**src/rtl/adder_serial_if.sv**
```systemverilog
// adder_serial_if: operand/result bundle between a requester and the serial adder
interface adder_serial_if #(
    parameter int WIDTH = 8
) ();
    logic             start;
    logic             sub;
    logic [WIDTH-1:0] a;
    logic [WIDTH-1:0] b;
    logic             busy;
    logic             done;
    logic [WIDTH-1:0] sum;
    logic             carry;
    logic             overflow;

    modport master (output start, sub, a, b, input busy, done, sum, carry, overflow);
    modport slave  (input start, sub, a, b, output busy, done, sum, carry, overflow);
endinterface

```
**src/rtl/adder_serial.sv**
```systemverilog
// adder_serial: multi-cycle add/subtract that sums CHUNK bits per clock
module adder_serial #(
    parameter int WIDTH = 8,
    parameter int CHUNK = 2
) (
    input logic           clk,
    input logic           rst_n,
    adder_serial_if.slave bus
);
    localparam int N  = WIDTH / CHUNK;
    localparam int CW = (N > 1) ? $clog2(N) : 1;

    typedef enum logic [1:0] {IDLE, RUN, DONE} state_t;

    state_t           state;
    logic [WIDTH-1:0] a_r, b_r, acc, sum_r;
    logic [CW-1:0]    idx;
    logic             cin, busy_r, done_r, carry_r, ovf_r;
    logic [CHUNK-1:0] a_c, b_c;
    logic [CHUNK:0]   part;
    logic [WIDTH-1:0] acc_next;
    logic             msb_cin;

    assign bus.busy     = busy_r;
    assign bus.done     = done_r;
    assign bus.sum      = sum_r;
    assign bus.carry    = carry_r;
    assign bus.overflow = ovf_r;

    // add the current chunk and merge it into the partial result; msb_cin is only used on the last chunk
    always_comb begin
        a_c      = a_r[idx*CHUNK +: CHUNK];
        b_c      = b_r[idx*CHUNK +: CHUNK];
        part     = {1'b0, a_c} + {1'b0, b_c} + {{CHUNK{1'b0}}, cin};
        acc_next = acc | (WIDTH'(part[CHUNK-1:0]) << (idx*CHUNK));
        msb_cin  = part[CHUNK-1] ^ a_c[CHUNK-1] ^ b_c[CHUNK-1];
    end

    // control FSM with operand capture, chunk stepping and result load
    always_ff @(posedge clk or negedge rst_n) begin
        if (!rst_n) begin
            state   <= IDLE;
            a_r     <= '0;
            b_r     <= '0;
            acc     <= '0;
            idx     <= '0;
            cin     <= 1'b0;
            busy_r  <= 1'b0;
            done_r  <= 1'b0;
            sum_r   <= '0;
            carry_r <= 1'b0;
            ovf_r   <= 1'b0;
        end else begin
            case (state)
                RUN: begin
                    acc <= acc_next;
                    cin <= part[CHUNK];
                    idx <= idx + 1'b1;
                    if (idx == CW'(N - 1)) begin
                        state   <= DONE;
                        busy_r  <= 1'b0;
                        done_r  <= 1'b1;
                        sum_r   <= acc_next;
                        carry_r <= part[CHUNK];
                        ovf_r   <= part[CHUNK] ^ msb_cin;
                    end
                end
                default: begin
                    done_r <= 1'b0;
                    if (bus.start) begin
                        state  <= RUN;
                        busy_r <= 1'b1;
                        a_r    <= bus.a;
                        b_r    <= bus.sub ? ~bus.b : bus.b;
                        cin    <= bus.sub;
                        acc    <= '0;
                        idx    <= '0;
                    end else begin
                        state  <= IDLE;
                        busy_r <= 1'b0;
                    end
                end
            endcase
        end
    end
endmodule

```
**src/flat_wrapper.sv**
```systemverilog
// flat-port wrapper written by rule: the top's interface ports become plain ports
module adder_serial_flat 
#(
    parameter int WIDTH = 8,
    parameter int CHUNK = 2
)
  (clk, rst_n, bus_start, bus_sub, bus_a, bus_b, bus_busy, bus_done, bus_sum, bus_carry, bus_overflow);
  adder_serial_if #(.WIDTH(WIDTH)) bus_i ();
  input logic clk;
  input logic rst_n;
  input wire logic [$bits(bus_i.start)-1:0] bus_start;
  input wire logic [$bits(bus_i.sub)-1:0] bus_sub;
  input wire logic [$bits(bus_i.a)-1:0] bus_a;
  input wire logic [$bits(bus_i.b)-1:0] bus_b;
  output wire logic [$bits(bus_i.busy)-1:0] bus_busy;
  output wire logic [$bits(bus_i.done)-1:0] bus_done;
  output wire logic [$bits(bus_i.sum)-1:0] bus_sum;
  output wire logic [$bits(bus_i.carry)-1:0] bus_carry;
  output wire logic [$bits(bus_i.overflow)-1:0] bus_overflow;
  assign bus_i.start = bus_start;
  assign bus_i.sub = bus_sub;
  assign bus_i.a = bus_a;
  assign bus_i.b = bus_b;
  assign bus_busy = bus_i.busy;
  assign bus_done = bus_i.done;
  assign bus_sum = bus_i.sum;
  assign bus_carry = bus_i.carry;
  assign bus_overflow = bus_i.overflow;
  adder_serial #(.WIDTH(WIDTH), .CHUNK(CHUNK)) u_core (.clk(clk), .rst_n(rst_n), .bus(bus_i));
endmodule
```
**config.mk**
```make
export PLATFORM = sky130hd
export DESIGN_NAME = adder_serial_flat
export DESIGN_NICKNAME = d
export VERILOG_FILES = /design/src/rtl/adder_serial_if.sv /design/src/rtl/adder_serial.sv /design/src/flat_wrapper.sv
export SDC_FILE = /design/constraint.sdc
export NUM_CORES = 1
export LEC_CHECK = 0
export BUFFER_PORTS_ARGS = -buffer_cell sky130_fd_sc_hd__buf_2
export CELL_PAD_IN_SITES_DETAIL_PLACEMENT = 1
export CELL_PAD_IN_SITES_GLOBAL_PLACEMENT = 1
export CORE_ASPECT_RATIO = 0.5
export CORE_MARGIN = 4
export CORE_UTILIZATION = 25
export DETAILED_ROUTE_END_ITERATION = 10
export PLACE_DENSITY_LB_ADDON = 0.1
export SYNTH_ARGS = -nofsm -noshare
export SYNTH_HDL_FRONTEND = slang
export SYNTH_SLANG_ARGS = --single-unit
```
**constraint.sdc**
```tcl
create_clock -name clk -period 2.7 [get_ports clk]
set_clock_uncertainty 0.1 [all_clocks]
set_input_delay 0 -clock clk [delete_from_list [all_inputs] [get_ports clk]]
set_output_delay 0 -clock clk [all_outputs]
set_load 0.01 [all_outputs]
```
# [Word level (Yosys, flattened, before mapping)]
# Index checks and enable logic that the tools add are counted.
[word_totals] ff_bits=41 input_bits=20 out_inout_bits=12 wordCells=44
[op_classes] n_addsub=3 eq_ne=3 n_shift=3 muxes=15 n_bitwise=6 n_reduce_logical=3
[ops] cell="$mux 8" count=3
[ops] cell="$shiftx 8x4->2" count=2
[ops] cell="$mux 1" count=8
[ops] cell="$mux 2" count=4
[ops] cell="$not 8->8" count=1
[ops] cell="$or 8x8->8" count=1
[ops] cell="$shl 2x3->8" count=1
[ops] cell="$reduce_and 2->1" count=2
[ops] cell="$add 2x2->3" count=1
[ops] cell="$add 3x1->3" count=1
[ops] cell="$xor 1x1->1" count=3
[ops] cell="$add 2x1->2 const B" count=1
[ops] cell="$eq 2x1->1 const B" count=1
[ops] cell="$eq 2x2->1 const B" count=1
[ops] cell="$ne 2x1->1 const B" count=1
[ops] cell="$reduce_bool 2->1" count=1
[ops] cell="$not 1->1" count=1

# [Logic depth before layout (Yosys ltp)]
[logic_depth] depth_word=6 mapped_depth=7 mapped_depth_nobuf=6

# [Worst setup path before layout]
# No wires, ideal clock.
[synth_path] kind="reg2reg" from="register u_core.idx[0]" to="register u_core.ovf_r (netlist: u_core.bus.overflow)" setup_ns=0.077 arrival_ns=2.567 required_ns=2.523 path_slack_ns=-0.044 stages_incl_launch_ff=8 path_buffers=1 period_less_slack_ns=2.744 cell_sequence="dfrtp_1 buf_6 mux4_1 fa_1 fa_1 xor2_1 xnor3_1 o21ai_1"
[synth_between] elab_chain_cells=6 elab_cells_between_ends=9 cone_classes="add/sub (2); eq/ne (1); shift (2); bitwise (3); reduce/logical (1)"
[synth_lines] element="start: declaration" line="adder_serial.sv:17" source="logic [CW-1:0] idx;"
[synth_lines] element="start signal: assignment" line="adder_serial.sv:58" source="idx <= idx + 1'b1;"
[synth_lines] element="$shiftx 8x4->2, on equally long branches" line="adder_serial.sv:32, adder_serial.sv:33"
[synth_lines] element="$add 2x2->3" line="adder_serial.sv:34" source="part = {1'b0, a_c} + {1'b0, b_c} + {{CHUNK{1'b0}}, cin};"
[synth_lines] element="$add 3x1->3" line="adder_serial.sv:34"
[synth_lines] element="$xor 1x1->1 (2 in a row)" line="adder_serial.sv:36" source="msb_cin = part[CHUNK-1] ^ a_c[CHUNK-1] ^ b_c[CHUNK-1];"
[synth_lines] element="$xor 1x1->1" line="adder_serial.sv:65" source="ovf_r <= part[CHUNK] ^ msb_cin;"
[synth_lines] element="end signal: assignment" line="adder_serial.sv:65"
[synth_lines] element="end: declaration" line="adder_serial.sv:18" source="logic cin, busy_r, done_r, carry_r, ovf_r;"
# Several ways; a longest one is shown, not always the timed one.
# A chain may end at the register's enable or synchronous reset.

# [Worst setup path in the final report]
# Ends and elaborated chain as after synthesis.

==> results.yml <==
outcome:
  outcome: "finished, final reports clean"
worst_setup_path:
  worst-r2r-cell-count: 6
  cp_cell_sequence: "mux4_1 -> fa_2 -> fa_2 -> xor2_1 -> xnor3_1 -> o21ai_1"
  worst-endpoint-required_ps: 2810
  crit_path_start_kind: "flip-flop"
  kind_of_critical_path: "flip-flop to flip-flop"
  crit_path_top_delay_cell: "sky130_fd_sc_hd__mux4_1"
  critical_path.max_stage_delay_ps: 590
  worst-endpoint-arrival_ps: 2690
  end_kind: "flip-flop"
  cp_max_fo: 3
  cp_common_cell: "sky130_fd_sc_hd__fa_2"
timing:
  achievable_clock_frequency_mhz: 386.6
  timing_hold_violations_final: 0
  setup-violations-final: 0
  finalCritPeriodShare_pct: 95.81
  rsz0062_at_grt: "false"
  maxSlewHeadroom_pct: 41.26
  final_max_tran_viols: 0
  period_needed_ps: 2587
  aggregate_negative_setup_slack_ps: 0
  layout_setup_ws_ps: 113.1
  worst_pin_slew_ps: 881.1
final_layout:
  post-route-util_pct: 34.22
  multi_input_area_um2: 711.9
  insertedDiodeCount: 0
  post_layout_cell_count: 290
  finish.net_count: 222
  final_common_cell: "sky130_fd_sc_hd__dfrtp_1"
  fillerInstances: 755
  drive_above_1_share_pct: 28.28
  synthesis_to_finish_area_growth_pct: 30.32
  register_area_um2: 975.9
  most-common-layout-cells: "sky130_fd_sc_hd__dfrtp_1, sky130_fd_sc_hd__buf_2, sky130_fd_sc_hd__a21oi_1, sky130_fd_sc_hd__dlygate4sd3_1, sky130_fd_sc_hd__nand2_1"
global_route:
  antenna_found_initial: 0
  grt_start_max_net_pins: 40
  grt-ovfl-total: 0
  grt.total_usage_pct: 10.73
  grt_first_pass_wirelength_um: 7051
  vias_in_the_first_global_route: 1319
synthesis:
  netlist.top_cell.by_area: "sky130_fd_sc_hd__dfrtp_1"
  synth_fp_nets: 173
  ys_seq_area_share_pct: 54.62
  synth.ff_latch_count: 39
  top_area_cell_type_share_of_the_netlist_area_pct: 54.62
  yosys-top-cells-area: "sky130_fd_sc_hd__dfrtp_1, sky130_fd_sc_hd__mux2_2, sky130_fd_sc_hd__a21oi_1"
  post_synth.cell_area_avg_um2: 11.91
  ys.warnings.count: 0
  syn_inst: 150
  area_of_the_mapped_netlist_um2: 1787
  number_of_different_library_cells_in_the_post_synthesis_netlist: 29
clocking:
  cts.sinks: 39
  clkSlewWorstSetupHoldPaths_ps: 50
  ctsLongestPathBuffers: 2
  clk_root_buffer_cell: "sky130_fd_sc_hd__clkbuf_16"
  post_cts.resized_instances: 0
  htree_levels: 2
  cts_buffers: 5
  tritoncts: "yes"
  clock_insertion_delay_worst_skew_ps: 280
placement:
  placer_congestion: 0.6795
  detailedPlacementHpwl_um: 2894
  dpl.cell_count: 267
  pre_cts_slack_ps: 113.5
  portBuffers: 31
detailed_routing:
  wl_per_cell_um: 14.17
  route.antenna.remaining_nets: 0
  drcViolationCount: 0
  drt-initial-drc-count: 23
  detail_route.vias_per_cell: 4.331
  detailroute.via_count: 1256
  detail_route.first_pass.iterations: 4
  drt-total-wl_um: 4110
job:
  cap_viol_max_count: 0
worst_hold_path:
  worstHoldPathType: "input port to flip-flop"
  worst_hold_path.num_cells: 3
power_and_ir_drop:
  leakage_nw: 1.050
  power.total_mw: 3.179
  vdd_ir_drop_max_v: 0.0004621
  power.density_cell_area_nw_per_um2: 1365
floorplanning:
  io_pins: 32
  placeableCoreArea_um2: 6805
  floorplan.initialDensity_pct: 26.25
  std_cell_rows: 21
  die_area_um2: 8646
  die_h_um: 67.78
  chipWidth_um: 127.6
-- stage by stage --
| stage | hold slack, ps | instance area [um^2] |
|---|---|---|
| after floorplan | -395.6 | 1788 |
| after global placement | 93.57 | 2029 |
| after detailed placement | 105.2 | 2029 |
| after CTS | 87.46 | 2328 |
| after global routing | 122.7 | 2328 |
| final | 82.06 | 2328 |
-- critical path: cells and delay by family (launching register included) --
kind	cells	cell delay [ps]
adder cells (fa/ha/maj)	2	930
AO/OA/AOI/OAI	1	110
flip-flops	1	400
multiplexers	1	590
XOR/XNOR	2	390
-- cell families after synthesis --
kind of cell,count (synthesis),synth area share [%]
AOI/OAI and AO/OA,43,13.45
DFF,39,54.62
buffers and inverters,20,5.602
and+or+nand+nor,20,5.183
muxes,15,12.54
xor gates and xnor gates,10,5.672
adders and majority gates,3,2.941
-- path summary, 6_finish.rpt --
kind	start	slack [ps]	endpoint
max	u_core.idx[0]	110	u_core.bus.overflow
min	bus_sub	80	u_core.b_r[6]
max reg2reg	u_core.idx[0]	110	u_core.bus.overflow
min reg2reg	u_core.bus.sum[0]	370	u_core.bus.sum[0]
max in group asynchronous	rst_n	1660	u_core.bus.sum[0]
min in group asynchronous	rst_n	280	u_core.a_r[0]
-- cells in the mapped netlist (all sizes together) --
library cell	count
nand2b	1
dfrtp	39
o22ai	6
ha	1
fa	2
mux4	4
xnor2	8
a31oi	6
a22o	2
buf	5
o21ai	10
nor2b	1
xor2	1
and2b	1
nor3	1
inv	9
o31ai	1
a21oi	18
clkbuf	6
xnor3	1
nand2	12
nor2	2
nand3b	1
mux2	10
and2	1
mux2i	1
-- where the power goes --
group | switching (mW) | internal, mW
Sequential | 0.162 | 0.877
Clock | 0.212 | 0.332
Combinational | 0.805 | 0.791
Total | 1.18 | 2.00
-- repair_timing --
item / CTS / global route
endpoints found under the hold margin: 55 / 0
hold buffers: 17 / 0
setup buffers: 0 / 0
-- cell type report --
| type | instances | share of cell area [%] |
|---|---|---|
| Clock buffer | 6 | 5.535 |
| Multi-Input combinational cell | 91 | 30.58 |
| Inverter | 9 | 1.451 |
| Sequential cell | 39 | 41.91 |
| Tap cell | 92 | 4.944 |
| Timing Repair Buffer | 53 | 15.58 |
-- sequential cells by signal (all words and copies together) (netlist names) --
name / flops
u_core.a_r: 8
u_core.acc: 8
u_core.b_r: 8
u_core.bus.sum: 8
u_core.idx: 2
u_core.state: 2
u_core.bus.carry: 1
u_core.bus.overflow: 1
u_core.cin: 1
-- per-layer routing --
| metal | vias up | share of wire (%) | global-route usage [%] | wire length [um] |
|---|---|---|---|---|
| met5 | - | 0 | 0 | 0 |
| met1 | 602 | 54 | 14.88 | 2205 |
| li1 | 621 | - | - | - |
| met4 | 0 | 1.3 | 3.610 | 53 |
| met2 | 26 | 40 | 15.58 | 1650 |
| met3 | 7 | 4.9 | 3.712 | 200 |
(Power assumes the default switching activity.)
